--- src/rtl/word_to_row_packer.sv ---
// Packs the 32-bit host word stream into complete image rows for cnn_layer.
// One row fills while the previous row is presented, so filling and draining overlap.
module word_to_row_packer #(
    parameter int unsigned VALUE_BITS      = 8,
    parameter int unsigned VALUES_PER_WORD = 1,
    parameter int unsigned WIDTH           = 28,
    parameter int unsigned HEIGHT          = 28,
    parameter int unsigned IN_CHANNELS     = 1
) (
    input  logic                                                 clock_i,
    input  logic                                                 reset_n_i,
    input  logic [31:0]                                          in_data_i,
    input  logic                                                 in_valid_i,
    output logic                                                 in_stall_o,
    output logic [WIDTH-1:0][IN_CHANNELS-1:0][VALUE_BITS-1:0]    out_row_o,
    output logic                                                 out_row_valid_o,
    input  logic                                                 out_row_accept_i,
    output logic                                                 out_row_last_o
);

    localparam int unsigned ROW_VALUES    = WIDTH * IN_CHANNELS;
    localparam int unsigned WORDS_PER_ROW = ROW_VALUES / VALUES_PER_WORD;
    localparam int unsigned WORD_IDX_W    = (WORDS_PER_ROW > 1) ? $clog2(WORDS_PER_ROW) : 1;
    localparam int unsigned ROW_IDX_W     = (HEIGHT > 1) ? $clog2(HEIGHT) : 1;
    localparam int unsigned PIX_W         = (WIDTH > 1) ? $clog2(WIDTH) : 1;
    localparam int unsigned CH_W          = (IN_CHANNELS > 1) ? $clog2(IN_CHANNELS) : 1;

    typedef logic [WIDTH-1:0][IN_CHANNELS-1:0][VALUE_BITS-1:0] row_t;

    row_t                  fill_q,      fill_d;
    row_t                  out_row_q,   out_row_d;
    logic [WORD_IDX_W-1:0] word_idx_q,  word_idx_d;
    logic [ROW_IDX_W-1:0]  row_idx_q,   row_idx_d;
    logic                  fill_full_q, fill_full_d;
    logic                  out_valid_q, out_valid_d;
    logic                  out_last_q,  out_last_d;

    logic                  word_accept_c;
    logic                  row_done_c;
    logic                  slot_free_c;
    logic                  row_is_last_c;
    logic [ROW_IDX_W-1:0]  row_idx_next_c;

    // Upper word bits beyond the packed lanes are don't-care.
    logic unused_in_bits;
    assign unused_in_bits = ^in_data_i;

    assign in_stall_o      = fill_full_q;
    assign out_row_o       = out_row_q;
    assign out_row_valid_o = out_valid_q;
    assign out_row_last_o  = out_last_q;

    always_comb begin
        fill_d      = fill_q;
        out_row_d   = out_row_q;
        word_idx_d  = word_idx_q;
        row_idx_d   = row_idx_q;
        fill_full_d = fill_full_q;
        out_valid_d = out_valid_q;
        out_last_d  = out_last_q;

        word_accept_c  = in_valid_i && !fill_full_q;
        row_done_c     = word_accept_c && (word_idx_q == WORD_IDX_W'(WORDS_PER_ROW - 1));
        slot_free_c    = !out_valid_q || out_row_accept_i;
        row_is_last_c  = (row_idx_q == ROW_IDX_W'(HEIGHT - 1));
        row_idx_next_c = row_is_last_c ? '0 : row_idx_q + ROW_IDX_W'(1);

        // Scatter the word's lanes into the fill row at the current word slot.
        if (word_accept_c) begin
            for (int unsigned w = 0; w < WORDS_PER_ROW; w++) begin
                if (word_idx_q == WORD_IDX_W'(w)) begin
                    for (int unsigned j = 0; j < VALUES_PER_WORD; j++) begin
                        fill_d[PIX_W'((w * VALUES_PER_WORD + j) / IN_CHANNELS)]
                              [CH_W'((w * VALUES_PER_WORD + j) % IN_CHANNELS)]
                            = in_data_i[5'(VALUE_BITS * j) +: VALUE_BITS];
                    end
                end
            end
            word_idx_d = row_done_c ? '0 : word_idx_q + WORD_IDX_W'(1);
        end

        // Completed rows bypass the fill buffer when the output slot frees this cycle.
        if (row_done_c && slot_free_c) begin
            out_row_d   = fill_d;
            out_valid_d = 1'b1;
            out_last_d  = row_is_last_c;
            row_idx_d   = row_idx_next_c;
        end else if (row_done_c) begin
            fill_full_d = 1'b1;
        end else if (out_valid_q && out_row_accept_i) begin
            if (fill_full_q) begin
                out_row_d   = fill_q;
                out_valid_d = 1'b1;
                out_last_d  = row_is_last_c;
                row_idx_d   = row_idx_next_c;
                fill_full_d = 1'b0;
            end else begin
                out_valid_d = 1'b0;
                out_last_d  = 1'b0;
            end
        end
    end

    always_ff @(posedge clock_i) begin
        if (!reset_n_i) begin
            fill_q      <= '0;
            out_row_q   <= '0;
            word_idx_q  <= '0;
            row_idx_q   <= '0;
            fill_full_q <= 1'b0;
            out_valid_q <= 1'b0;
            out_last_q  <= 1'b0;
        end else begin
            fill_q      <= fill_d;
            out_row_q   <= out_row_d;
            word_idx_q  <= word_idx_d;
            row_idx_q   <= row_idx_d;
            fill_full_q <= fill_full_d;
            out_valid_q <= out_valid_d;
            out_last_q  <= out_last_d;
        end
    end

endmodule

--- config.mk ---
export PLATFORM = sky130hd
export DESIGN_NAME = word_to_row_packer
export DESIGN_NICKNAME = d
export VERILOG_FILES = /design/src/rtl/word_to_row_packer.sv
export SDC_FILE = /design/constraint.sdc
export NUM_CORES = 1
export LEC_CHECK = 0
export ABC_AREA = 1
export CORE_MARGIN = 2
export CORE_UTILIZATION = 25
export CTS_BUF_LIST = sky130_fd_sc_hd__clkbuf_4 sky130_fd_sc_hd__clkbuf_8 sky130_fd_sc_hd__clkbuf_16
export CTS_CLUSTER_DIAMETER = 200
export DETAILED_ROUTE_END_ITERATION = 7
export HOLD_SLACK_MARGIN = 0.03
export PLACE_DENSITY_LB_ADDON = 0.15
export SLEW_MARGIN = 20
export SYNTH_ARGS = -nofsm -noshare
export SYNTH_HDL_FRONTEND = slang
export SYNTH_SLANG_ARGS = --single-unit
--- constraint.sdc ---
create_clock -name clock_i -period 2.9 [get_ports clock_i]
set_clock_uncertainty 0.2 [all_clocks]
set_input_delay 0.58 -clock clock_i [delete_from_list [all_inputs] [get_ports clock_i]]
set_output_delay 0.58 -clock clock_i [all_outputs]
set_load 0.02 [all_outputs]
==> results.json <==
{
  "cts_tree": "done",
  "initial_core_util": 0.2526,
  "post-place-ws_ps": -67.31,
  "antenna_found_initial": 0,
  "cp.arrival_ps": 1860,
  "outcome": "complete, no violations",
  "final_nets": 3954,
  "hold_viol": 0,
  "die_y_um": 316.6,
  "drv_slew": 0,
  "area_growth_pct": 25.86,
  "fin_crit_sh": 0.9089,
  "cp.required_ps": 2120,
  "p_seq_frac": 0.436,
  "avgSynthCellArea_um2": 6.518,
  "synth_cell_types": 29,
  "path_buf_inv": 1,
  "finalWorstSetupSlack_ps": 264.1,
  "drive_gt1_frac": 0.08595,
  "clock_latency_ps": 630,
  "num_io_pins": 263,
  "irDropWorstVdd_v": 0.0004805,
  "tightestPinTransition_ps": 892.5,
  "grt_pass1_wl_um": 132600,
  "rsz0062_at_grt": "false",
  "gp_congestion": 0.7939,
  "yosys.area.top_type": "dfxtp_1",
  "clkPwrFrac": 0.531,
  "route.vias.total": 23120,
  "ys_seq_area_frac": 0.3778,
  "hp-class": "in -> reg",
  "fillers": 10610,
  "cts_sinks": 461,
  "fp.dieW_um": 316.6,
  "swShare": 0.2311,
  "cts.repair.resized": 0,
  "fmax_mhz": 379.4,
  "coreArea_mm2": 0.09671,
  "dpl-instance-area_mm2": 0.02870,
  "power.combinational.fraction": 0.033,
  "cap_violations": 0,
  "slowest_delay_ps": 760,
  "power_switching_mw": 3.383,
  "viasPerCell": 4.420,
  "p_per_area_mw_per_mm2": 476.1,
  "final_cell_area_mm2": 0.03075,
  "finalSetupTns_ps": 0,
  "p_int_mw": 11.25,
  "synth-seq-cells": 461,
  "drtAntennaViolNets": 0,
  "synth_warnings": 0,
  "die-area_mm2": 0.1002,
  "grt-ovfl-total": 0,
  "period_minus_slack_ps": 2636,
  "cts_setup_buffers": 0,
  "path_delay_family": "buffers and inverters",
  "syn-num-nets": 3790,
  "clk_pin_slew_ps": 60,
  "hold_slack_ps": 257.7,
  "cts_buffers": 58,
  "leakage_nw": 13.60,
  "slew_headroom": 0.4050,
  "dr.pass1.iters": 5,
  "synth.top_cell.area_share": 0.3778,
  "wirelength_um": 86090,
  "first_global_vias": 21790,
  "synth.top_cells.by_area": "dfxtp_1, nand2_1, inv_1",
  "num_rows": 114,
  "crit_path_start_kind": "flip-flop",
  "slowest_stage": "clkdlybuf4s50_1",
  "clockBufferDepth": 3,
  "syn_inst": 3748,
  "grt_max_degree": 151,
  "drc": 0,
  "drtIter0Drc": 1617,
  "n_antenna_cell": 0,
  "drt-wirelength-per-cell_um": 16.45,
  "hpwl_um": 54870,
  "setup_viol": 0,
  "postCtsHoldBufs": 0,
  "grt_util_all_layers": 0.1692,
  "path_max_fanout": 4,
  "syn_area_mm2": 0.02443,
  "io_buffers": 238,
  "h-tree-depth": 2,
  "path_cells": "clkdlybuf4s50_1",
  "cts_root_buf": "clkbuf_16",
  "cp-end-kind": "output port",
  "path_class": "reg -> out"
}
==> power by group through the flow <==
stage                     Sequential [mW]  Combinational [mW]  Clock [mW]
after floorplan                      6.52               0.247           0
after detailed placement             6.53               0.489           0
final                                6.39               0.480        7.77
after CTS                            6.39               0.490        8.06
after global placement               6.53               0.489           0
after global routing                 6.39               0.532        8.28
==> cells in the mapped netlist <==
cell type  instances
nand2_1         1149
inv_1            649
nor2_1           462
dfxtp_1          461
nand3_1          239
o31ai_1          210
clkbuf_1         150
o211ai_1         138
o211ai_2          90
buf_2             51
a21oi_1           49
buf_1             26
buf_6             21
o21ai_0           11
nand4_1           10
buf_4              6
ha_1               6
nor3_1             4
nor2_2             3
inv_2              2
nand2_2            2
nand3_4            2
clkinv_1           1
clkinv_2           1
nor2_4             1
o21ai_2            1
or2_2              1
xnor2_1            1
xor2_1             1
==> flip-flops by register name, summed over array words and instances (netlist names) <==
signal / cells
fill_q: 224
in_stall_o: 1
out_row_last_o: 1
out_row_o: 224
out_row_valid_o: 1
row_idx_q: 5
word_idx_q: 5
==> tightest hold or removal path: stages <==
cell,delay (ps)
clkbuf_8,170
inv_8,140
nor2_1,130
==> routing by layer <==
metal	vias up	part of all wire	wire, um	GRT usage
met5	-	0	0	0
met2	427	0.45	39090	0.2728
li1	12030	-	-	-
met4	0	0.019	1622	0.03838
met3	92	0.046	3955	0.02642
met1	10570	0.48	41430	0.2366
==> cell type report <==
| class | count | area (um^2) | share of cell area |
|---|---|---|---|
| multi-input cells | 2380 | 11580 | 0.3768 |
| flip-flops and latches | 461 | 9229 | 0.3002 |
| repair buffers | 358 | 3825 | 0.1244 |
| inverters | 653 | 2467 | 0.08025 |
| clock buffers | 90 | 1844 | 0.05998 |
| well taps | 1276 | 1597 | 0.05193 |
| clock inverters | 14 | 200.2 | 0.006511 |
==> final timing paths <==
check	cells after the start	slack, ps	startpoint	end
worst max-delay path	1	260	in_stall_o$_SDFFE_PN0P_	in_stall_o
worst min-delay path	3	260	reset_n_i	fill_q[87]$_SDFF_PN0_
worst max register to register	10	490	word_idx_q[3]$_SDFFE_PN0P_	out_row_o[126]$_SDFFE_PN0P_
worst min register to register	2	280	fill_q[127]$_SDFF_PN0_	fill_q[127]$_SDFF_PN0_
==> cells in the final DEF, fill, tap and decap left out, types with 2 or more instances in the layout <==
cell type,count
nand3_1,239
buf_12,43
clkbuf_16,61
a21oi_1,49
ha_1,6
o21ai_0,11
clkinv_2,8
clkinvlp_4,2
nor2_4,2
nor2_1,461
buf_4,77
nand2_1,1148
o211ai_1,138
clkbuf_8,17
o31ai_1,210
bufinv_16,5
o211ai_2,90
clkdlybuf4s50_1,237
nor2_2,3
dfxtp_1,461
nor3_1,3
clkbuf_4,13
inv_1,641
nand4_1,10
nand3_4,2
inv_2,9
inv_8,2
==> logic make-up after synthesis <==
group,synth area share
buf+inv,0.1494
compound gates,0.1657
fa+ha+maj,0.003073
simple gates,0.3033
xor+xnor,0.0007172
flops,0.3778
==> per-stage QoR <==
stage          std cells    util  total power [mW]
2_1_floorplan       3748       -             6.769
3_3_place_gp        5128  0.2968             7.015
3_5_place_dp        5128  0.2968             7.016
4_1_cts             5232  0.3179             14.94
5_1_grt             5232  0.3179             15.20
6_report            5232  0.3179             14.64
Power figures use the tool's default switching activity.
